==> src/rtl/lc3_fetch_unit.sv <==
// lc3_fetch_unit: LC-3 instruction fetch FSM with wait-state timeout and IR handshake
module lc3_fetch_unit #(
  parameter logic [15:0] PC_RESET = 16'h0000,
  parameter int WAIT_LIMIT = 15
) (
  input  logic        Clk,
  input  logic        Reset,
  input  logic        Run,
  input  logic [15:0] pc_next,
  input  logic        ld_pc_ext,
  input  logic [15:0] mem_rdata,
  input  logic        mem_ready,
  input  logic        ir_ack,
  output logic [15:0] mem_addr,
  output logic        mem_rd,
  output logic [15:0] pc,
  output logic [15:0] ir,
  output logic        ir_valid,
  output logic        fault
);
  typedef enum logic [2:0] {IDLE, ADDR, WAIT, LATCH, HOLD, FAULT} state_t;
  localparam logic [3:0] LIM = 4'(WAIT_LIMIT - 1);
  state_t state;
  logic [15:0] mdr;
  logic [3:0] cnt;
  assign mem_rd = state == WAIT;
  assign fault = state == FAULT;
  always_ff @(posedge Clk)
    if (Reset) begin
      state <= IDLE;
      pc <= PC_RESET;
      mem_addr <= '0;
      ir <= '0;
      ir_valid <= 1'b0;
      mdr <= '0;
      cnt <= '0;
    end else
      case (state)
        IDLE: begin
          if (ld_pc_ext) pc <= pc_next;
          if (Run) state <= ADDR;
        end
        ADDR: begin
          mem_addr <= pc;
          pc <= pc + 16'd1;
          cnt <= '0;
          state <= WAIT;
        end
        WAIT:
          if (mem_ready) begin
            mdr <= mem_rdata;
            state <= LATCH;
          end else if (cnt == LIM) state <= FAULT;
          else cnt <= cnt + 4'd1;
        LATCH: begin
          ir <= mdr;
          ir_valid <= 1'b1;
          state <= HOLD;
        end
        HOLD:
          if (ir_ack) begin
            ir_valid <= 1'b0;
            if (ld_pc_ext) pc <= pc_next;
            state <= Run ? ADDR : IDLE;
          end
        FAULT: ir_valid <= 1'b0;
        default: state <= IDLE;
      endcase
endmodule

==> config.mk <==
export PLATFORM = sky130hd
export DESIGN_NAME = lc3_fetch_unit
export DESIGN_NICKNAME = d
export VERILOG_FILES = /design/src/rtl/lc3_fetch_unit.sv
export SDC_FILE = /design/constraint.sdc
export NUM_CORES = 1
export LEC_CHECK = 0
export CORE_ASPECT_RATIO = 1.5
export CORE_UTILIZATION = 46
export CTS_CLUSTER_SIZE = 14
export DETAILED_ROUTE_END_ITERATION = 8
export HOLD_SLACK_MARGIN = 0.02
export PLACE_DENSITY_LB_ADDON = 0.3
export RECOVER_POWER = 50
export SLEW_MARGIN = 20
export SYNTH_ARGS = -nofsm -noshare
export SYNTH_HDL_FRONTEND = slang
export SYNTH_SLANG_ARGS = --single-unit
==> constraint.sdc <==
create_clock -name Clk -period 2.5 [get_ports Clk]
set_clock_uncertainty 0.1 [all_clocks]
set_input_delay 0.5 -clock Clk [delete_from_list [all_inputs] [get_ports Clk]]
set_output_delay 0.5 -clock Clk [all_outputs]
set_load 0.01 [all_outputs]
Word-level counts from Yosys, hierarchy flattened
Index checks and enable logic that the tools add are counted.
{"block": "totals", "regBits": 72, "in_bits": 38, "word_cells": 44}
{"block": "op_classes", "n_addsub": 2, "eq_ne": 11, "n_mux": 14, "bitwise": 1, "reduce_logical": 9}
{"cell": "$pmux 16 s3", "n": 1}
{"cell": "$mux 16", "n": 2}
{"cell": "$pmux 3 s6", "n": 1}
{"cell": "$add 16x1->16 const B", "n": 1}
{"cell": "$mux 3", "n": 4}
{"cell": "$mux 4", "n": 2}
{"cell": "$ne 2x2->1 const B", "n": 4}
{"cell": "$pmux 4 s2", "n": 1}
{"cell": "$eq 3x2->1 const B", "n": 2}
{"cell": "$eq 3x3->1 const B", "n": 2}
{"cell": "$reduce_and 2->1", "n": 3}
{"cell": "$reduce_bool 3->1", "n": 2}
{"cell": "$add 4x1->4 const B", "n": 1}
{"cell": "$eq 4x4->1 const B", "n": 1}
{"cell": "$reduce_and 4->1", "n": 1}
{"cell": "$eq 3x1->1 const B", "n": 1}
{"cell": "$logic_not 3->1", "n": 1}
{"cell": "$ne 3x2->1 const B", "n": 1}
{"cell": "$pmux 1 s3", "n": 1}
{"cell": "$reduce_and 3->1", "n": 1}
{"cell": "$mux 1", "n": 2}
{"cell": "$reduce_bool 2->1", "n": 1}
{"cell": "$not 1->1", "n": 1}

Longest topological paths before layout
{"block": "depth", "ltp_word": 4, "mapped_depth": 7, "ltp_nobuf": 6}

Least setup slack after synthesis
Ideal clock, no wire load.
{"block": "synth_timing", "kind": "register to register", "from": "register pc[7]", "to": "register pc[14]", "t_arrival_ns": 1.591, "setup_slack_ns": 0.735, "path_stages_with_launch": 6, "cell_sequence": "dfxtp_1 clkbuf_1 nand4_1 nor4_1 mux2_2 a31oi_1"}
{"block": "synth_via", "elab_chain_cells": 2}
{"item": "from (decl)", "line_no": "16", "source": "output logic [15:0] pc,"}
{"item": "from (signal assigned)", "line_no": "40", "source": "if (ld_pc_ext) pc <= pc_next;"}
{"item": "from (signal assigned)", "line_no": "45", "source": "pc <= pc + 16'd1;"}
{"item": "from (signal assigned)", "line_no": "63", "source": "if (ld_pc_ext) pc <= pc_next;"}
{"item": "$add 16x1->16", "line_no": "45"}
{"item": "$pmux 16 s3", "line_no": "38", "source": "case (state)"}
Every way passes these cells.
A chain may end at the register's enable or synchronous reset.

Final worst setup path
{"block": "layout_timing", "from": "register state[0]", "to": "output port fault"}
{"block": "layout_via", "elab_chain_cells": 1}
{"item": "from (decl)", "line_no": "23", "source": "state_t state;"}
{"item": "from (signal assigned)", "line_no": "64", "source": "state <= Run ? ADDR : IDLE;"}
{"item": "$eq 3x3->1", "line_no": "27", "source": "assign fault = state == FAULT;"}
{"item": "to (decl)", "line_no": "19", "source": "output logic fault"}
Every way passes these cells.

==> metrics.md <==
| Metric | Value |
|---|---|
| GR Util met1 | `26.1%` |
| Clk pin slew, worst setup/hold paths | `0.08 ns` |
| Setup violators final | `0` |
| Clock buffer count from CTS | `9` |
| Die area | `0.00714 mm^2` |
| Crit path buf inv count | `2` |
| Tmin final | `2.36 ns` |
| CTS Sinks | `72` |
| Worst Tran Pin Value | `0.886 ns` |
| Pleak | `1.52 nW` |
| Final WL | `8180 um` |
| Fillers | `569` |
| Drt initial violations | `237` |
| Vias in the first global route | `3001` |
| Max Transition Viols Final | `0` |
| Drt wl/cell | `14.5 um` |
| Ports | `89` |
| Global route overflow | `0` |
| Post-CTS Setup Bufs | `0` |
| Critical path class | `reg -> out` |
| H-Tree Depth | `3` |
| CP Capture Type | `primary output` |
| CP Cell Sequence | `buf_4, nor2b_1, and2_1, clkdlybuf4s50_1` |
| Final hold vios | `0` |
| Crit-path max FO | `8` |
| Dpl hpwl | `5590 um` |
| Max-Cap Viols | `0` |
| CTS resizes | `0` |
| Synth Flop Type | `dfxtp_1` |
| Final net count | `525` |
| CTS tree | `done` |
| Cells after synthesis | `405` |
| First-pass DRT Iterations | `4` |
| Fin crit share | `94.5%` |
| Total power | `2.54 mW` |
| Worst min path class | `reg -> reg` |
| Pwr/cell area | `599 mW/mm^2` |
| RSZ-0062 raised after global routing | `no` |
| Run status | `complete, no violations` |
| Largest delay share family, worst path | `buffers and inverters` |
| Port bufs | `88` |
| CP peak stage delay | `0.54 ns` |
| Initial antenna violation count | `0` |
| CTS Buffer Depth | `2` |
| Top cells by area, synth | `dfxtp_1 46%, nand2_1 14%, a21oi_1 9.6%` |
| Largest net degree at the start of global routing | `36` |
| GPL Wtd Cong | `0.913` |
| Netlist Area Pre-Place | `0.00313 mm^2` |
| Share of cells above drive strength 1 | `7.36%` |
| Detail Route Antenna Nets | `0` |
| YS warnings | `0` |
| Required time of the critical path | `1.90 ns` |
| Area after DPL | `0.00407 mm^2` |
| Cell area after layout | `0.00425 mm^2` |
| # rows | `36` |
| Clk root buf | `clkbuf_8` |
| Initial Util | `47.9%` |
| Setup_tns | `0 ns` |
| Global-route wire length before repair | `13300 um` |
| Residual DRC | `0` |
| GRT Total Usage | `23.3%` |
| Critical Path Start Type | `flip-flop` |
| Routed vias/inst | `5.57` |
| Slowest CP cell | `clkdlybuf4s50_1` |
| Layout area overhead | `35.9%` |
| Area leader, netlist | `dfxtp_1` |
| Antenna Cells | `0` |
| Peak Freq | `0.423 GHz` |
| Synth async-reset ratio | `0%` |
| Core Area | `0.00653 mm^2` |
| Post-synthesis sequential area ratio | `46.1%` |
| Post-synth EDFFs | `0` |
| Met2 usage | `42.0%` |
| Die H | `103 um` |
| Distinct cell type count after synthesis | `43` |
| Syn nets | `446` |
| Via count | `3147` |
| Met3 usage | `5.38%` |
| Global route hottest layer | `met2` |
| Mean post-synth cell area | `7.72 um^2` |
| Die X | `69.3 um` |
| Seq cells post-synth | `72` |
| Clock latency on the worst-skew pair | `0.34 ns` |
| Utilization after layout | `65.1%` |
| Maximum vdd drop | `0.403 mV` |
| Max_slew headroom | `40.9%` |
| Crit path DAT | `1.76 ns` |
| Hold_buf cts | `0` |
| Post-synth top area share | `46.1%` |
-- sequential cells by signal (all words and copies together), names as in the netlist --
name / cells
mdr: 16
mem_addr: 16
ir: 16
cnt: 4
state: 3
pc: 16
ir_valid: 1
-- final cells by class --
type	instances	area (um^2)	area share (%)
Clock inverter	6	43.8	1.03
Inverter	4	15.0	0.353
Multi-Input combinational cell	297	1540	36.2
Tap cell	76	95.1	2.24
Timing Repair Buffer	100	975	22.9
Clock buffer	10	138	3.24
Sequential cell	72	1440	34.0
-- where the power goes --
part	leakage [nW]	switching, mW	internal [mW]
registers	0.585	0.0713	1.20
logic	0.840	0.219	0.217
clock network	0.0926	0.449	0.390
total	1.52	0.739	1.81
-- layer usage --
| metal | part of all wire (%) | up-vias |
|---|---|---|
| li1 | - | 1563 |
| met1 | 41 | 1444 |
| met2 | 51 | 130 |
| met3 | 6.5 | 10 |
| met4 | 1.4 | 0 |
| met5 | 0 | - |
-- stage by stage --
step                hold slack, ns  instances  worst slack [ns]
detailed placement           0.344        549             0.272
finish                       0.348        565             0.138
global route                 0.373        565            0.0371
global placement             0.335        549             0.293
CTS                          0.351        565            0.0221
floorplan                    0.332        405             0.735
-- final timing paths --
path | startpoint | end | slack, ns | depth (start not counted)
min reg2reg | mdr[15] | ir[15] | 0.35 | 2
max | state[0] | fault | 0.14 | 4
max reg2reg | state[2] | cnt[1] | 0.26 | 5
min | mdr[15] | ir[15] | 0.35 | 2
-- kinds of logic (layout without fill, tap and decap cells) --
logic type | count (synthesis) | in the layout | share of synthesized area (%)
buffers and inverters | 36 | 120 | 4.60
DFF | 72 | 72 | 46.1
xor gates and xnor gates | 2 | 2 | 0.561
and+or+nand+nor | 183 | 183 | 26.5
muxes | 4 | 4 | 1.40
adders and majority gates | 3 | 3 | 1.20
AOI/OAI and AO/OA | 105 | 105 | 19.6
-- placed cells by master (no fill, tap or decap), drive strengths merged, types with 2 or more instances in the layout --
| cell | instances |
|---|---|
| nand2 | 114 |
| dfxtp | 72 |
| or4 | 2 |
| mux2 | 3 |
| clkbuf | 11 |
| nand3 | 12 |
| clkdlybuf4s50 | 68 |
| nor3b | 4 |
| a211oi | 3 |
| o21ai | 13 |
| nand4 | 6 |
| clkinv | 4 |
| xor2 | 2 |
| ha | 3 |
| a21oi | 60 |
| and4 | 2 |
| inv | 5 |
| and3 | 3 |
| o21a | 2 |
| nor2 | 17 |
| and2 | 6 |
| dlygate4sd3 | 19 |
| a31oi | 14 |
| nor4 | 5 |
| buf | 12 |
| a32o | 2 |
| nor3 | 4 |
| o32ai | 3 |
| nor2b | 3 |
| nand2b | 3 |
-- synthesized netlist by cell type (all sizes together) (4+ instances only) --
library cell  count
clkbuf           23
nand4             6
buf               9
a31oi            14
nand2           114
o21ai            13
nor3              4
dfxtp            72
and2              6
inv               4
nor3b             4
nand3            12
a21oi            60
nor4              5
nor2             17
-- worst reg2reg max path: stages (launching register included) --
cell and delay [ns]:
dfxtp_1 0.48, or3b_1 0.54, clkbuf_1 0.62, nand2_1 0.10, mux2_2 0.28, nor2_1 0.07
(Power assumes the default switching activity.)
